<file path="config.mk">
export PLATFORM = sky130hd
export DESIGN_NAME = gol_window_gen
export DESIGN_NICKNAME = d
export VERILOG_FILES = /design/src/rtl/gol_window_gen.sv
export SDC_FILE = /design/constraint.sdc
export NUM_CORES = 1
export LEC_CHECK = 0
export ABC_AREA = 1
export BUFFER_PORTS_ARGS = -buffer_cell sky130_fd_sc_hd__buf_2
export CAP_MARGIN = 20
export CORE_AREA = 2 2 61 63
export CTS_CLUSTER_DIAMETER = 150
export DETAILED_ROUTE_END_ITERATION = 7
export DIE_AREA = 0 0 63 65
export GPL_TIMING_DRIVEN = 1
export PLACE_DENSITY = 0.77
export SYNTH_ARGS = -nofsm -noshare
export SYNTH_HDL_FRONTEND = slang
export SYNTH_SLANG_ARGS = --single-unit
</file>
<file path="constraint.sdc">
create_clock -name clk -period 1.4 [get_ports clk]
set_input_delay 0.07 -clock clk [delete_from_list [all_inputs] [get_ports clk]]
set_output_delay 0.07 -clock clk [all_outputs]
set_load 0.01 [all_outputs]
</file>
<file path="src/rtl/gol_window_gen.sv">
// Streams a row-major board and emits, per cell, the registered 3x3 neighbourhood
// consumed by GOLNode, using a scan with an internal zero pad row and column.
module gol_window_gen #(
    parameter int W = 8,
    parameter int H = 8
) (
    input  logic       clk,
    input  logic       reset,
    input  logic       in_valid,
    input  logic       in_cell,
    output logic       in_ready,
    output logic       out_valid,
    output logic [8:0] out_win,
    output logic       out_last
);
    localparam int CW = $clog2(W + 1);
    localparam int RW = $clog2(H + 1);
    localparam int L  = 2 * W + 5;
    localparam logic [CW-1:0] COL_PAD = CW'(W);
    localparam logic [RW-1:0] ROW_PAD = RW'(H);

    logic [CW-1:0] col;
    logic [RW-1:0] row;
    logic [L-1:0]  sr;
    logic [L-1:0]  sr_next;
    logic          pad;
    logic          shift_en;
    logic          shift_bit;
    logic          emit;
    logic [8:0]    taps;

    // Handshake: a cell transfers on a posedge where in_valid && in_ready are both
    // high; in_ready depends only on the scan position and reset, never on in_valid.
    always_comb begin
        pad       = (col == COL_PAD) || (row == ROW_PAD);
        in_ready  = reset && !pad;
        shift_en  = pad || (in_valid && in_ready);
        shift_bit = pad ? 1'b0 : in_cell;
        sr_next   = {sr[L-2:0], shift_bit};
        emit      = shift_en && (row != '0) && (col != '0);
        // The row stride is W+1 because each row carries one pad column.
        taps      = {sr_next[2*W+4], sr_next[2*W+3], sr_next[2*W+2],
                     sr_next[W+3],   sr_next[W+2],   sr_next[W+1],
                     sr_next[2],     sr_next[1],     sr_next[0]};
    end

    always_ff @(posedge clk or negedge reset) begin
        if (!reset) begin
            col <= '0;
            row <= '0;
            sr  <= '0;
        end else if (shift_en) begin
            sr <= sr_next;
            if (col == COL_PAD) begin
                col <= '0;
                row <= (row == ROW_PAD) ? '0 : row + 1'b1;
            end else begin
                col <= col + 1'b1;
            end
        end
    end

    always_ff @(posedge clk or negedge reset) begin
        if (!reset) begin
            out_valid <= 1'b0;
            out_last  <= 1'b0;
            out_win   <= '0;
        end else begin
            out_valid <= emit;
            out_last  <= emit && (row == ROW_PAD) && (col == COL_PAD);
            if (emit) begin
                out_win <= taps;
            end
        end
    end

endmodule

</file>
# == After elaboration in Yosys (flattened, before gate mapping) ==
# Cells that the tools add are included.
# op_classes
addsub,2
n_mux,3
reduce_logical,12
eq_ne,2
# ops
op,count
"adder 4 x 1 -> 4 bit, second input constant",2
"equality test 4 bit, second input constant",2
two-way mux 4 bit,2
nonzero test 4 bit,2
logical AND 1 bit,6
logical OR 1 bit,2
AND reduction 2 bit,1
logical NOT 1 bit,1
two-way mux 1 bit,1
# word_totals
output_inout_bits,12
elab_cells,25
ff_bits,39

# == Depth between registers and ports, before layout ==
# depth
ltp_word,10
depth_mapped,8
depth_no_buf,8

# == Worst setup path after synthesis ==
# Ideal clock, no wire load.
# synth_path
kind,reg-to-reg
startpoint,register col[0]
endpoint,register sr[10]
setup_slack_ps,24
n_path_buf,1
stages_incl_launch_ff,9
arrival_ps,1259
period_less_slack_ps,1376
required_ps,1283
cell_sequence,dfrtp_1 inv_1 ha_1 nand3_4 nand3_4 inv_4 buf_6 nand2_1 o21ai_2
# synth_via
elab_chain_cells,6
# synth_rtl
element,line_no,rtl
from (decl),22,logic [CW-1:0] col;
from (signal assigned),58,col <= col + 1'b1;
equality test 4 bit *,35,pad = (col == COL_PAD) || (row == ROW_PAD);
logical OR 1 bit *,35,
logical NOT 1 bit,36,in_ready = reset && !pad;
logical AND 1 bit,36,
logical AND 1 bit,37,shift_en = pad || (in_valid && in_ready);
logical OR 1 bit *,37,
to (signal assigned),53,sr <= sr_next;
to (decl),24,logic [L-1:0] sr;
# Mark *: on every way between the ends. The rest lies on a longest branch, timed or not.
# A chain may end at the register's enable or synchronous reset.

# == Final worst setup path ==
# layout_path
startpoint,register col[1]
endpoint,output port in_ready
# layout_via
elab_chain_cells,4
# layout_rtl
element,line_no,rtl
equality test 4 bit,35,
logical OR 1 bit,35,
logical NOT 1 bit,36,
logical AND 1 bit,36,
to (decl),11,"output logic in_ready,"
# Every way passes these cells.

==> results by group <==
Pwr
  – Net Sw Frac: 38.5%
  – Part of the power in combinational logic: 42.4%
  – Peak supply drop: 949 uV
  – Psw: roughly 0.0016 W
  – Clock Power Share: 13.3%
  – LEAKAGE: 1.10 nW
  – Register share of total power: 44.3%
  – Power Dens Cells: 1970 mW/mm^2
  – Pint: 0.00253 W

Place
  – DP Cell Count: 250
  – Post-DP HPWL: approximately 2000 microns
  – PortBufs: 15
  – RePlAce Congestion: 0.778

STA
  – Final Hold Fails: 0
  – Hold slack: 0.0442 ns
  – Min Tclk post-route: 1.41 ns
  – # setup viols final: 2
  – Period utilization: 101%
  – Max Clock Freq: about 710 MHz
  – Worst slew pin tran: about 0.47 ns
  – RSZ-0062 raised after global routing: true
  – Post-route clock skew: 0.0113 ns
  – Post-route worst setup slack: -0.0103 ns
  – Fin. max-slew vios: 0
  – Relative slew slack: between 60 and 70%

Setup path
  – Worst r2r src: col[1]
  – Arrival time worst endpoint: 1.34 ns
  – Largest delay share family, worst path: flip-flops
  – CP endpoint: in_ready
  – R2r endpoint: row[3]
  – Critical path origin: col[1]
  – Buf/Inv on CP: 2
  – Crit-path cells: inv_2, ha_4, nand3_4, nand2_2, nor2_2, buf_2
  – CP peak stage delay: 0.40 ns
  – Critical setup path kind: flop to output port
  – Largest fanout on the critical path: 5
  – Cells on worst reg2reg path: 7
  – Stages on the worst setup path: 6
  – Critical Path Start Type: flop
  – Critical path's slowest cell: dfrtp_1
  – Flop2flop setup slack: -0.01 ns
  – Critical path capture point type: output port
  – WP data required: 1.33 ns

Run status
  – Failing checks: setup timing
  – Status: complete, but fails checks

Clocking
  – Clock buffer depth: 2
  – Sink Count: 39
  – TritonCTS buffer count: 5
  – Clock tree from TritonCTS: built
  – Worst-path clk slew: approximately 0.12 ns
  – Later-pin clock latency in the skew report: 0.34 ns
  – Root Driver: clkbuf_4
  – CTS HTree Levels: 2

Synthesis
  – Post-Synth XOR/XNOR Area: 0.510%
  – Post-synthesis simple-gate area fraction: 22.9%
  – Most instantiated cells after synthesis: nand2_1, dfrtp_1, inv_1, nand3_1, o21ai_1
  – Top post-synthesis cells by area: dfrtp_1, nand2_1, nand3_1, o21ai_2, inv_1
  – Register bit total from synthesis: 39
  – Ys flop type: dfrtp_1
  – Post-synthesis adder-cell area fraction: 2.91%
  – Syn_area_per_cell: 9.39 sq um
  – Compound-Gate Fraction of Synth Area: 8.67%
  – Mapped Cells: 183
  – Largest family of logic cells by synthesized area: simple AND/OR/NAND/NOR gates
  – Mux share of post-synthesis cell area: 0%
  – Post-synth cell types: 21
  – Register area share after synthesis: 56.8%
  – Post-synth EDFFs: 0
  – Synth top area share: 56.8%
  – Yosys Warn Count: 0
  – Most frequent cell after synthesis: nand2_1
  – Asr flop ratio synth: 100%
  – Leading area contributor after synthesis: dfrtp_1
  – Synthesized Nets: 191
  – Mapped cell area: roughly 0.0017 sq mm

Detailed routing
  – DR top layer: met4
  – Antenna viol nets, final: 0
  – First-pass DRT Iterations: 4
  – DRC: 0
  – Final WL: 3070 microns
  – Via count: 1293
  – Drt via density: 4.82
  – Met3 wire length: 124 microns
  – DR WL met2: between 1500 and 2000 microns
  – Routed len/inst: around 11 microns
  – Routed length on met1: 1330 microns
  – Iteration-0 DRC Markers: between 100 and 150

Die
  – Die H: ~65 microns
  – I/O Pins: 16
  – Rows: 22
  – Core ar.: between 0.003 and 0.004 sq mm
  – Initial Utilization: 49.1%
  – Die span in x: 63 microns
  – Die footprint: between 0.004 and 0.005 sq mm

GRT
  – Largest net degree at the start of global routing: 40
  – Antenna violations before repair: 0
  – Tot GR Track Use: 17.2%
  – Vias in the first global route: 1237
  – First-pass GRT wire length: 5430 microns
  – GRT Residual Overflow: 0

Layout
  – Synth-to-Final Area Change: 21.5%
  – Inserted Diodes: 0
  – Share of cells above drive strength 1: 30.5%
  – Non-Filler Instances: around 270
  – Nets: 227

Flow run
  – Max-cap check violation count: 0

Hold path
  – Worst hold path type: input pin to flop
  – Cells on Worst Hold Path: 5
-- per-layer routing --
layer	track usage, %	vias to the layer above
li1	-	647
met1	19.7	616
met2	30.3	26
met3	5.73	4
met4	5.28	0
met5	0	-
-- worst register-to-register path, stage by stage, from the launching register on --
cell,delay [ns]
dfrtp_1,0.40
inv_2,0.09
ha_4,0.15
nand3_4,0.10
buf_4,0.17
or2_2,0.29
nand2_1,0.07
nor2_1,0.04
-- logic make-up after synthesis --
family	Yosys count
compound gates	23
buf+inv	28
flops	39
xor+xnor	1
simple gates	88
fa+ha+maj	4
-- flip-flops by register name, indices dropped and copies added (netlist names) --
name,flops
out_last,1
sr,20
row,4
out_win,9
col,4
out_valid,1
-- layout by cell type, fill, tap and decap left out, types with 3 or more instances in the layout --
| cell | count |
|---|---|
| buf_4 | 14 |
| nor2_1 | 5 |
| clkbuf_4 | 5 |
| o21ai_0 | 3 |
| nand2_1 | 58 |
| buf_2 | 15 |
| nand3_4 | 3 |
| inv_2 | 6 |
| o21ai_1 | 10 |
| nand3_1 | 15 |
| o21ai_2 | 9 |
| dfrtp_1 | 39 |
| inv_1 | 16 |
-- stage by stage --
step | area [sq um] | utilization, % | power, W | setup TNS [ns] | setup slack, ns
floorplan | 1720 | - | 0.00278 | 0 | 0.0239
global placement | 1880 | 53.8 | 0.00325 | 0 | 0.0333
detailed placement | 1880 | 53.8 | 0.00332 | -0.0252 | -0.0143
CTS | 2050 | 58.5 | 0.00404 | 0 | 0.000368
global route | 2090 | 59.7 | 0.00444 | -1.56 | -0.0815
finish | 2090 | 59.7 | 0.00411 | -0.0183 | -0.0103
-- worst min path at each step --
| stage | slack [ns] | startpoint | to |
|---|---|---|---|
| 5_1_grt | 0.09 | in_cell | sr[0] |
| 6_report | 0.04 | in_cell | sr[0] |
| 4_1_cts | 0.03 | in_cell | sr[0] |
| 2_1_floorplan | -0.23 | reset | col[0] |
| 3_3_place_gp | 0.20 | reset | col[2] |
| 3_5_place_dp | 0.20 | reset | col[2] |
-- final cells by class --
| cell class | count | area [sq um] |
|---|---|---|
| Clock buffer | 6 | 41.3 |
| Clock inverter | 2 | 12.5 |
| Fill cell | 292 | 1410 |
| Inverter | 23 | 91.3 |
| Multi-Input combinational cell | 116 | 653 |
| Sequential cell | 39 | 976 |
| Tap cell | 48 | 60.1 |
| Timing Repair Buffer | 34 | 253 |
-- timing repair --
item	4_1_cts	5_1_grt
pin swaps	4	0
hold buffers	1	0
cloned	0	0
endpoints found under the hold margin	39	0
buffers inserted	9	0
resized for setup	10	10
setup endpoints to repair	13	35
-- power groups by stage --
| stage | sequential (W) | clock (W) | combinational, W |
|---|---|---|---|
| 2_1_floorplan | 0.00186 | 0 | 0.000925 |
| 3_3_place_gp | 0.00181 | 0 | 0.00144 |
| 3_5_place_dp | 0.00184 | 0 | 0.00148 |
| 4_1_cts | 0.00181 | 0.000571 | 0.00166 |
| 5_1_grt | 0.00187 | 0.000613 | 0.00196 |
| 6_report | 0.00182 | 0.000548 | 0.00174 |
No activity file was read; power rests on OpenSTA's default activity.
